**src/rtl/usb4_lane_pkg.sv**
```systemverilog
// Shared lane-0 definitions: ordered-set codes, ordered-set patterns and PRBS11 constants.
// Used by both the receive detector and the transmit path.
package usb4_lane_pkg;

  typedef enum logic [3:0] {
    OS_SLOS1  = 4'd0,
    OS_SLOS2  = 4'd1,
    OS_G3_TS1 = 4'd2,
    OS_G3_TS2 = 4'd3,
    OS_G4_TS1 = 4'd4,
    OS_G4_TS2 = 4'd5,
    OS_G4_TS3 = 4'd6,
    OS_G4_TS4 = 4'd7,
    OS_DATA   = 4'd8
  } os_code_e;

  typedef enum logic [1:0] {
    RX_SEARCH   = 2'd0,
    RX_SLOS_CHK = 2'd1,
    RX_DATA     = 2'd2
  } rx_state_e;

  localparam logic [63:0] G3_TS1        = 64'h0101_0000_0000_64F2;
  localparam logic [63:0] G3_TS2        = 64'h0100_0000_0000_64F2;
  localparam logic [31:0] G4_TS1_HEAD   = 32'h7E02_D0F0;
  localparam logic [31:0] G4_TS2_HEAD   = 32'h7E04_B0F0;
  localparam logic [31:0] G4_TS3_HEAD   = 32'h7E06_90F0;
  localparam logic [15:0] G4_TS4_PREFIX = 16'h7E0F;

  localparam logic [10:0] PRBS11_SEED = 11'b100_0000_0000;

  // First eight PRBS11 output bits from a given state, first bit in bit 7.
  function automatic logic [7:0] prbs11_first_byte(input logic [10:0] seed);
    logic [10:0] p;
    logic [7:0]  b;
    p = seed;
    b = '0;
    for (int i = 0; i < 8; i++) begin
      b[7-i] = p[0];
      p      = {p[9:0], p[10] ^ p[8]};
    end
    return b;
  endfunction

  localparam logic [7:0] SLOS1_FIRST = prbs11_first_byte(PRBS11_SEED);

  // TS4 header 7E 0F nn m0: counter n in 1..15 and check nibble m == 15-n.
  function automatic logic g4_ts4_match(input logic [31:0] w);
    return (w[31:16] == G4_TS4_PREFIX) && (w[15:12] == 4'd0) &&
           (w[11:8] != 4'd0) && (w[3:0] == 4'd0) &&
           (w[7:4] == (4'd15 - w[11:8]));
  endfunction

endpackage

```
**src/rtl/prbs11_byte_gen.sv**
```systemverilog
// PRBS11 generator producing eight bits per advance, first bit in bit 7.
// Shared by the lane-0 transmitter and the receive-side SLOS checker.
module prbs11_byte_gen
  import usb4_lane_pkg::*;
#(
  parameter logic [10:0] SEED = PRBS11_SEED
) (
  input  logic        fsm_clk,
  input  logic        rst,
  input  logic        i_load,
  input  logic        i_advance,
  output logic [7:0]  o_byte,
  output logic [10:0] o_next_state
);

  logic [10:0] r_state;
  logic [10:0] w_p;
  logic [7:0]  w_byte;

  always_comb begin
    w_p    = r_state;
    w_byte = '0;
    for (int i = 0; i < 8; i++) begin
      w_byte[7-i] = w_p[0];
      w_p         = {w_p[9:0], w_p[10] ^ w_p[8]};
    end
  end

  assign o_byte       = w_byte;
  assign o_next_state = w_p;

  // Load wins over advance so a restart never consumes a byte of sequence.
  always_ff @(posedge fsm_clk or negedge rst) begin
    if (!rst) begin
      r_state <= SEED;
    end else if (i_load) begin
      r_state <= SEED;
    end else if (i_advance) begin
      r_state <= w_p;
    end
  end

endmodule

```
**src/rtl/data_bus_receive_os_detect.sv**
```systemverilog
// Lane-0 receive path: detects SLOS1/2, Gen3 TS1/2 and Gen4 TS1..TS4 ordered sets,
// or forwards transport bytes when the control FSM selects data mode.
module data_bus_receive_os_detect
  import usb4_lane_pkg::*;
#(
  parameter logic [10:0] SEED       = PRBS11_SEED,
  parameter int          SLOS_BYTES = 256
) (
  input  logic       fsm_clk,
  input  logic       rst,
  input  logic [7:0] lane_0_rx,
  input  logic       lane_0_rx_valid,
  input  logic       gen4_mode,
  input  logic       rx_data_en,
  output logic [3:0] os_code,
  output logic       os_valid,
  output logic [3:0] ts4_index,
  output logic [7:0] transport_layer_data_out,
  output logic       transport_data_valid
);

  localparam int             CNT_W      = $clog2(SLOS_BYTES + 1);
  localparam logic [CNT_W-1:0] CNT_LAST = CNT_W'(SLOS_BYTES);
  localparam logic [7:0]     FIRST_BYTE = prbs11_first_byte(SEED);

  rx_state_e        r_state, r_state_next;
  logic [63:0]      r_window, r_window_next;
  logic [CNT_W-1:0] r_count, r_count_next;
  logic             r_polarity, r_polarity_next;
  logic             r_os_valid, r_os_valid_next;
  os_code_e         r_os_code, r_os_code_next;
  logic [3:0]       r_ts4_index, r_ts4_index_next;
  logic [7:0]       r_tl_data, r_tl_data_next;
  logic             r_tl_valid, r_tl_valid_next;

  logic [63:0]      w_shifted;
  logic             w_ts_hit;
  os_code_e         w_ts_code;
  logic [7:0]       w_prbs_byte;
  logic [7:0]       w_prbs_expect;
  logic             w_prbs_load;
  logic             w_prbs_adv;
  logic [10:0]      w_unused_prbs_next;
  logic [CNT_W-1:0] w_count_inc;
  logic             w_slos_entry;

  prbs11_byte_gen #(
    .SEED (SEED)
  ) u_prbs_chk (
    .fsm_clk      (fsm_clk),
    .rst          (rst),
    .i_load       (w_prbs_load),
    .i_advance    (w_prbs_adv),
    .o_byte       (w_prbs_byte),
    .o_next_state (w_unused_prbs_next)
  );

  assign w_shifted     = {r_window[55:0], lane_0_rx};
  assign w_prbs_expect = r_polarity ? ~w_prbs_byte : w_prbs_byte;
  assign w_count_inc   = r_count + CNT_W'(1);
  assign w_slos_entry  = (lane_0_rx == FIRST_BYTE) || (lane_0_rx == ~FIRST_BYTE);

  // Ordered-set decode on the window as it will look after this byte.
  always_comb begin
    w_ts_hit  = 1'b0;
    w_ts_code = OS_G4_TS1;
    if (gen4_mode) begin
      if (w_shifted[31:0] == G4_TS1_HEAD) begin
        w_ts_hit  = 1'b1;
        w_ts_code = OS_G4_TS1;
      end else if (w_shifted[31:0] == G4_TS2_HEAD) begin
        w_ts_hit  = 1'b1;
        w_ts_code = OS_G4_TS2;
      end else if (w_shifted[31:0] == G4_TS3_HEAD) begin
        w_ts_hit  = 1'b1;
        w_ts_code = OS_G4_TS3;
      end else if (g4_ts4_match(w_shifted[31:0])) begin
        w_ts_hit  = 1'b1;
        w_ts_code = OS_G4_TS4;
      end
    end else begin
      if (w_shifted == G3_TS1) begin
        w_ts_hit  = 1'b1;
        w_ts_code = OS_G3_TS1;
      end else if (w_shifted == G3_TS2) begin
        w_ts_hit  = 1'b1;
        w_ts_code = OS_G3_TS2;
      end
    end
  end

  always_comb begin
    r_state_next     = r_state;
    r_window_next    = r_window;
    r_count_next     = r_count;
    r_polarity_next  = r_polarity;
    r_os_valid_next  = 1'b0;
    r_os_code_next   = r_os_code;
    r_ts4_index_next = r_ts4_index;
    r_tl_data_next   = r_tl_data;
    r_tl_valid_next  = 1'b0;
    w_prbs_load      = 1'b0;
    w_prbs_adv       = 1'b0;

    if (rx_data_en) begin
      // Data mode overrides everything; keep the checker parked at the seed.
      r_state_next = RX_DATA;
      r_count_next = '0;
      w_prbs_load  = 1'b1;
      if ((r_state == RX_DATA) && lane_0_rx_valid) begin
        r_tl_data_next  = lane_0_rx;
        r_tl_valid_next = 1'b1;
      end
    end else begin
      case (r_state)
        RX_DATA: begin
          r_state_next  = RX_SEARCH;
          r_window_next = '0;
        end
        RX_SEARCH: begin
          if (lane_0_rx_valid) begin
            r_window_next = w_shifted;
            if (w_ts_hit) begin
              r_os_valid_next = 1'b1;
              r_os_code_next  = w_ts_code;
              r_window_next   = '0;
              if (w_ts_code == OS_G4_TS4) begin
                r_ts4_index_next = w_shifted[11:8];
              end
            end else if (w_slos_entry) begin
              r_polarity_next = (lane_0_rx != FIRST_BYTE);
              r_count_next    = CNT_W'(1);
              w_prbs_adv      = 1'b1;
              r_state_next    = RX_SLOS_CHK;
            end
          end
        end
        RX_SLOS_CHK: begin
          if (lane_0_rx_valid) begin
            if (lane_0_rx == w_prbs_expect) begin
              r_count_next = w_count_inc;
              w_prbs_adv   = 1'b1;
              if (w_count_inc == CNT_LAST) begin
                r_os_valid_next = 1'b1;
                r_os_code_next  = r_polarity ? OS_SLOS2 : OS_SLOS1;
                r_count_next    = '0;
                w_prbs_load     = 1'b1;
                r_state_next    = RX_SEARCH;
              end
            end else begin
              // The failing byte seeds the window but cannot restart SLOS itself.
              r_count_next  = '0;
              w_prbs_load   = 1'b1;
              r_window_next = {56'd0, lane_0_rx};
              r_state_next  = RX_SEARCH;
            end
          end
        end
        default: begin
          r_state_next = RX_SEARCH;
        end
      endcase
    end
  end

  always_ff @(posedge fsm_clk or negedge rst) begin
    if (!rst) begin
      r_state     <= RX_SEARCH;
      r_window    <= '0;
      r_count     <= '0;
      r_polarity  <= 1'b0;
      r_os_valid  <= 1'b0;
      r_os_code   <= OS_SLOS1;
      r_ts4_index <= '0;
      r_tl_data   <= '0;
      r_tl_valid  <= 1'b0;
    end else begin
      r_state     <= r_state_next;
      r_window    <= r_window_next;
      r_count     <= r_count_next;
      r_polarity  <= r_polarity_next;
      r_os_valid  <= r_os_valid_next;
      r_os_code   <= r_os_code_next;
      r_ts4_index <= r_ts4_index_next;
      r_tl_data   <= r_tl_data_next;
      r_tl_valid  <= r_tl_valid_next;
    end
  end

  assign os_code                  = r_os_code;
  assign os_valid                 = r_os_valid;
  assign ts4_index                = r_ts4_index;
  assign transport_layer_data_out = r_tl_data;
  assign transport_data_valid     = r_tl_valid;

endmodule

```
**config.mk**
```make
export PLATFORM = sky130hd
export DESIGN_NAME = data_bus_receive_os_detect
export DESIGN_NICKNAME = d
export VERILOG_FILES = /design/src/rtl/usb4_lane_pkg.sv /design/src/rtl/prbs11_byte_gen.sv /design/src/rtl/data_bus_receive_os_detect.sv
export SDC_FILE = /design/constraint.sdc
export NUM_CORES = 1
export LEC_CHECK = 0
export CELL_PAD_IN_SITES_DETAIL_PLACEMENT = 0
export CELL_PAD_IN_SITES_GLOBAL_PLACEMENT = 1
export CORE_ASPECT_RATIO = 1.4
export CORE_MARGIN = 2
export CORE_UTILIZATION = 35
export CTS_BUF_LIST = sky130_fd_sc_hd__clkbuf_4 sky130_fd_sc_hd__clkbuf_8
export CTS_CLUSTER_DIAMETER = 150
export DETAILED_ROUTE_END_ITERATION = 16
export PLACE_DENSITY_LB_ADDON = 0.1
export SLEW_MARGIN = 20
export SYNTH_ARGS = -nofsm -noshare
export SYNTH_HDL_FRONTEND = slang
export SYNTH_SLANG_ARGS = --single-unit
```
**constraint.sdc**
```tcl
create_clock -name fsm_clk -period 5.1 [get_ports fsm_clk]
set_clock_uncertainty 0.2 [all_clocks]
set_input_delay 1.02 -clock fsm_clk [delete_from_list [all_inputs] [get_ports fsm_clk]]
set_output_delay 1.02 -clock fsm_clk [all_outputs]
set_load 0.1 [all_outputs]
```
-- After elaboration in Yosys (flattened, before gate mapping)
Index checks and enable logic that the tools add are counted.
- flip-flop bits (word level): 97
- word-level logic and storage cells: 135
- equal/unequal tests: 26
- add/subtract/negate cells: 2
- reductions and logical operators: 21
- bitwise logic cells: 11
- multiplexer cells: 65
- operators with widths (kind ; number):
    $mux W56 ; 4
    $pmux W56 S3 ; 1
    $eq A64 B57 Y1 const B ; 2
    $eq A32 B31 Y1 const B ; 3
    $mux W9 ; 7
    $mux W1 ; 26
    $reduce_and A5 Y1 ; 5
    $mux W4 ; 6
    $mux W11 ; 2
    $mux W2 ; 11
    $pmux W9 S2 ; 1
    $eq A16 B15 Y1 const B ; 1
    $ne A2 B2 Y1 const B ; 6
    $ne A3 B3 Y1 const B ; 4
    $add A9 B1 Y9 const B ; 1
    $eq A9 B9 Y1 const B ; 1
    $eq A8 B7 Y1 const B ; 1
    $eq A8 B8 Y1 ; 1
    $eq A8 B8 Y1 const B ; 1
    $logic_not A4 Y1 ; 2
    $mux W8 ; 1
    $ne A8 B7 Y1 const B ; 1
    $not A8 Y8 ; 1
    $pmux W4 S2 ; 1
    other kinds (19) ; 35

-- Depth between registers and ports, before layout
- depth after elaboration: 16
- mapped depth: 10
- depth with buffers taken out: 8

-- By module
From an unflattened synthesis, not the netlist that was laid out.
- cells, all modules: 448
- area total of the unflattened synthesis: 4775.8 um^2
- modules (own cells, without submodules) (module ; area an instance (um^2) ; cells an instance ; instances):
    data_bus_receive_os_detect ; 4116.4 ; 385 ; 1
    prbs11_byte_gen ; 659.4 ; 63 ; 1

-- Worst setup path before layout
Ideal clock, no wire load.
- path kind: input to register
- start point: input lane_0_rx[7]
- end point: register r_count[7]
- setup slack: 1.517 ns
- stages on the path: 9
- data arrival time: 3.296 ns
- data required time: 4.813 ns
- setup time: 0.087 ns
- cells stage by stage: clkbuf_1 xnor2_1 o21ai_1 or4_4 a211oi_4 or4b_1 buf_2 or4_1 o211ai_1
- cells in the longest elaborated chain, start to end: 9
- elaborated cells on any way between the ends: 25
- RTL lines (item ; RTL line ; source):
    start: declaration ; data_bus_receive_os_detect.sv:11 ; input logic [7:0] lane_0_rx,
    $eq A4 B4 Y1 ; usb4_lane_pkg.sv:51 ; (w[7:4] == (4'd15 - w[11:8]));
    $logic_and A1 B1 Y1 ; usb4_lane_pkg.sv:50 ; (w[11:8] != 4'd0) && (w[3:0] == 4'd0) &&
    $mux W1 ; data_bus_receive_os_detect.sv:77 ; end else if (g4_ts4_match(w_shifted[31:0])) begin
    $mux W1 ; data_bus_receive_os_detect.sv:74 ; end else if (w_shifted[31:0] == G4_TS3_HEAD) begin
    $mux W1 ; data_bus_receive_os_detect.sv:71 ; end else if (w_shifted[31:0] == G4_TS2_HEAD) begin
    $mux W1 ; data_bus_receive_os_detect.sv:68 ; if (w_shifted[31:0] == G4_TS1_HEAD) begin
    $mux W1 ; data_bus_receive_os_detect.sv:67 ; if (gen4_mode) begin
    $ne A3 B3 Y1 (no line) ; - ;
    $reduce_and A5 Y1 (no line) ; - ;
    end signal: assignment ; data_bus_receive_os_detect.sv:180 ; r_count <= r_count_next;
    end: declaration ; data_bus_receive_os_detect.sv:28 ; logic [CNT_W-1:0] r_count, r_count_next;
Several ways; a longest one is shown, not always the timed one. The select of a mux whose other input is x is not followed.
A chain may end at the register's enable or synchronous reset.

-- Worst setup path in the final report
- start point: input lane_0_rx[0]
- end point: register r_count[7]
- cells in the longest elaborated chain, start to end: 10
- elaborated cells on any way between the ends: 26
- RTL lines (item ; RTL line):
    $logic_not A4 Y1 ; usb4_lane_pkg.sv:50
    $logic_and A1 B1 Y1 (2 in series) ; usb4_lane_pkg.sv:50
    $mux W1 ; data_bus_receive_os_detect.sv:77
    $mux W1 ; data_bus_receive_os_detect.sv:74
    $mux W1 ; data_bus_receive_os_detect.sv:71
    $mux W1 ; data_bus_receive_os_detect.sv:68
    $mux W1 ; data_bus_receive_os_detect.sv:67
    $ne A3 B3 Y1 (no line) ; -
    $reduce_and A5 Y1 (no line) ; -
Several ways; a longest one is shown, not always the timed one. The select of a mux whose other input is x is not followed.

==> summary.md <==
| Metric | Value |
|---|---|
| Outcome | `completed` |
| Fin. Hold Viols | `0` |
| Num CTS Buffers | `9` |
| Simple-gate share of the synthesized area | `19.74%` |
| Vias in the first global route | `3,629` |
| Synth area leader | `dfrtp_1` |
| Die outline height | `141.1 µm` |
| Rel. slew slack | `33.31%` |
| H-tree levels | `3` |
| Cell row count | `50` |
| Total negative slack | `0 ns` |
| Placed instance count | `632` |
| Max cap viols | `0` |
| Crit Path Class | `in -> reg` |
| Mean Syn Cell Area | `10.57 µm²` |
| Post-synthesis mux area share | `1.889%` |
| Synth top cells by count | `dfrtp_1, a22o_1, nand2_1, clkbuf_1` |
| DRC viols | `0` |
| Post-synthesis sequential area ratio | `51.12%` |
| Fin nets | `475` |
| Critical-path cell list | `clkdlybuf4s50_1 > or4_1 > or4_1 > or4_1 > o2111ai_1 > and3b_1 > or4_1 > o211ai_1` |
| Post-synth top area share | `50.56%` |
| Ports | `31` |
| Final cell count without fillers | `648` |
| Clock sinks | `96` |
| Slew Limit Fails | `0` |
| Grt met3 use | `2.925%` |
| Post-synth EDFFs | `0` |
| Core ar. | `0.01326 mm²` |
| Syn Nets | `459` |
| VDD IR max | `0.1381 mV` |
| Initial core utilization | `35.45%` |
| Crit path time final | `4.128 ns` |
| Hold Buf Count CTS | `0` |
| Post-place setup slack | `0.5516 ns` |
| RSZ-0062 raised after global routing | `no` |
| CTS tree | `built` |
| Drt total wl | `12,210 µm` |
| Post-Synthesis Cells | `445` |
| Setup Fix Bufs, Post-CTS | `0` |
| 1st-pass router iterations | `6` |
| Power consumption | `1.509 mW` |
| Met2 Use GR | `29.22%` |
| Worst Setup End Kind | `register` |
| Setup Viol. Count Final | `0` |
| Vias per Instance | `5.627` |
| Placer Congestion | `0.7720` |
| All-Layer GR Usage | `17.93%` |
| Clock-pin slew on the worst setup and hold paths | `0.10 ns` |
| Clock latency on the worst-skew pair | `0.37 ns` |
| First-pass GRT wire length | `19,870 µm` |
| Required @ worst endpoint | `5.16 ns` |
| Cell area power density | `283.3 mW/mm²` |
| Iter 0 DRT Violations | `202` |
| Critical path's top delay family | `simple AND/OR/NAND/NOR gates` |
| Post-cts resize count | `0` |
| Drt wl/cell | `18.84 µm` |
| Worst-Margin Slew | `0.9972 ns` |
| CP max FO | `17` |
| Ranking of synthesized cells by area | `dfrtp_1, a22o_1, nand2_1, xnor2_1, xor2_1` |
| Gr ovfl total | `0` |
| Detailed Place HPWL | `8566 µm` |
| Cell area after synthesis | `0.004702 mm²` |
| Synth cell types | `59` |
| GR peak layer | `met2` |
| Largest net degree at the start of global routing | `64` |
| Fillers | `1,331` |
| Area growth from synthesis to layout | `13.28%` |
| Cell mode on critical path | `or4_1` |
| P_leak | `2.332 nW` |
| Hold Path Class | `reg -> reg` |
| Max Fclk | `242.2 MHz` |
| Initial antenna violation count | `0` |
| CP Data Arrival Time | `4.19 ns` |
| Die area | `0.01439 mm²` |
| CP max-delay cell | `or4_1` |
| Share of cells above drive strength 1 | `9.013%` |
| Total number of vias | `3,646` |
| Yosys reg bits | `96` |
| Worst Slack Setup Final | `0.9715 ns` |
| Crit share post-route | `80.95%` |
| GR met1 Demand/Resource | `23.34%` |
| Synth async-reset ratio | `100.0%` |
| Synth Area in Adders | `0.2661%` |
| Worst Path Buf+Inv | `1` |
| Remaining antenna violation count | `0` |
| Xor and xnor area share after synthesis | `4.444%` |
| Largest family of logic cells by synthesized area | `simple AND/OR/NAND/NOR gates` |
| # diodes | `0` |
| Synthesis warning total | `0` |
| Critical path's largest stage delay | `0.63 ns` |
| Count leader, synth | `dfrtp_1` |
| Buffers on Ports | `29` |
| Top FF cell, synth | `dfrtp_1` |
| Clock root cell | `clkbuf_8` |
| Chip Width | `102.0 µm` |
| Synth Area in Compound Gates | `19.45%` |
| CP startpoint kind | `input port` |
| Clk buf depth | `2` |
worst register-to-register path: cells and delay by family, from the launching register on:
family           cells  cell delay, ns
AO/OA/AOI/OAI        2            0.37
AND/OR/NAND/NOR      5            2.41
flip-flops           1            0.41
path summary, 6_finish.rpt:
path                            depth (start not counted)  slack (ns)                               startpoint                                 endpoint
worst max-delay path                                    8        0.97                             lane_0_rx[0]                   r_count[7]$_DFFE_PN0P_
worst min-delay path                                    2        0.28  transport_layer_data_out[4]$_DFFE_PN0P_  transport_layer_data_out[4]$_DFFE_PN0P_
worst max register to register                          7        1.60                 r_window[12]$_DFFE_PN0P_                   r_count[7]$_DFFE_PN0P_
worst min register to register                          2        0.28  transport_layer_data_out[4]$_DFFE_PN0P_  transport_layer_data_out[4]$_DFFE_PN0P_
max in group asynchronous                               2        3.27                                      rst                 ts4_index[2]$_DFFE_PN0P_
min in group asynchronous                               1        0.52                                      rst                 r_window[22]$_DFFE_PN0P_
placed cells by master (no fill, tap or decap), types with 6 or more instances in the layout:
master           instances
nor3_1                  15
buf_4                    6
nand4_1                  8
clkbuf_8                11
clkdlybuf4s50_1         28
a21o_1                   6
nand3_1                 11
nand4b_1                 7
a21oi_1                 15
a22o_1                  65
or4_1                    8
mux2_2                   7
xor2_1                  11
nand2_1                 42
nor2_1                  14
dfrtp_1                 95
xnor2_1                 11
o21ai_0                 10
nor4_1                  14
cells by family after synthesis:
group	Yosys count
mux	8
other cells	1
flops	96
simple gates	164
fa+ha+maj	1
compound gates	117
buf+inv	35
xor+xnor	23
per-layer routing:
| metal | up-vias | part of all wire (%) |
|---|---|---|
| li1 | 1696 | - |
| met1 | 1845 | 44 |
| met2 | 77 | 50 |
| met3 | 28 | 2.7 |
| met4 | 0 | 2.9 |
| met5 | - | 0 |
stage by stage:
| stage | hold WS (ns) | cell area [µm²] | utilization, % |
|---|---|---|---|
| final | 0.2839 | 5326 | 40.16 |
| after global routing | 0.3250 | 5326 | 40.16 |
| after CTS | 0.2870 | 5326 | 40.16 |
| after detailed placement | 0.2644 | 5139 | 38.75 |
| after global placement | 0.2674 | 5139 | 38.75 |
| after floorplan | 0.2581 | 4702 | - |
power breakdown:
group	total, mW	leakage [nW]	switching (mW)	internal, mW
clock	0.484	0.0920	0.274	0.210
sequential	0.807	1.32	0.0247	0.782
combinational	0.218	0.923	0.160	0.0578
area by class of cell:
type,instances,area [µm²],area share (%)
multi-input combinational,314,2160,40.54
inverter,6,22.52,0.4228
clock buffer,12,158.9,2.983
timing repair buffer,34,325.3,6.108
sequential,96,2404,45.13
tap,182,227.7,4.275
clock inverter,4,28.78,0.5403
flip-flops by register name, indices dropped and copies added (netlist names):
register,flops
u_prbs_chk.r_state,11
ts4_index,4
r_state,2
os_valid,1
r_window,56
transport_layer_data_out,8
transport_data_valid,1
r_count,9
r_polarity,1
os_code,3
Note: power is estimated with default switching activity, not from simulation.
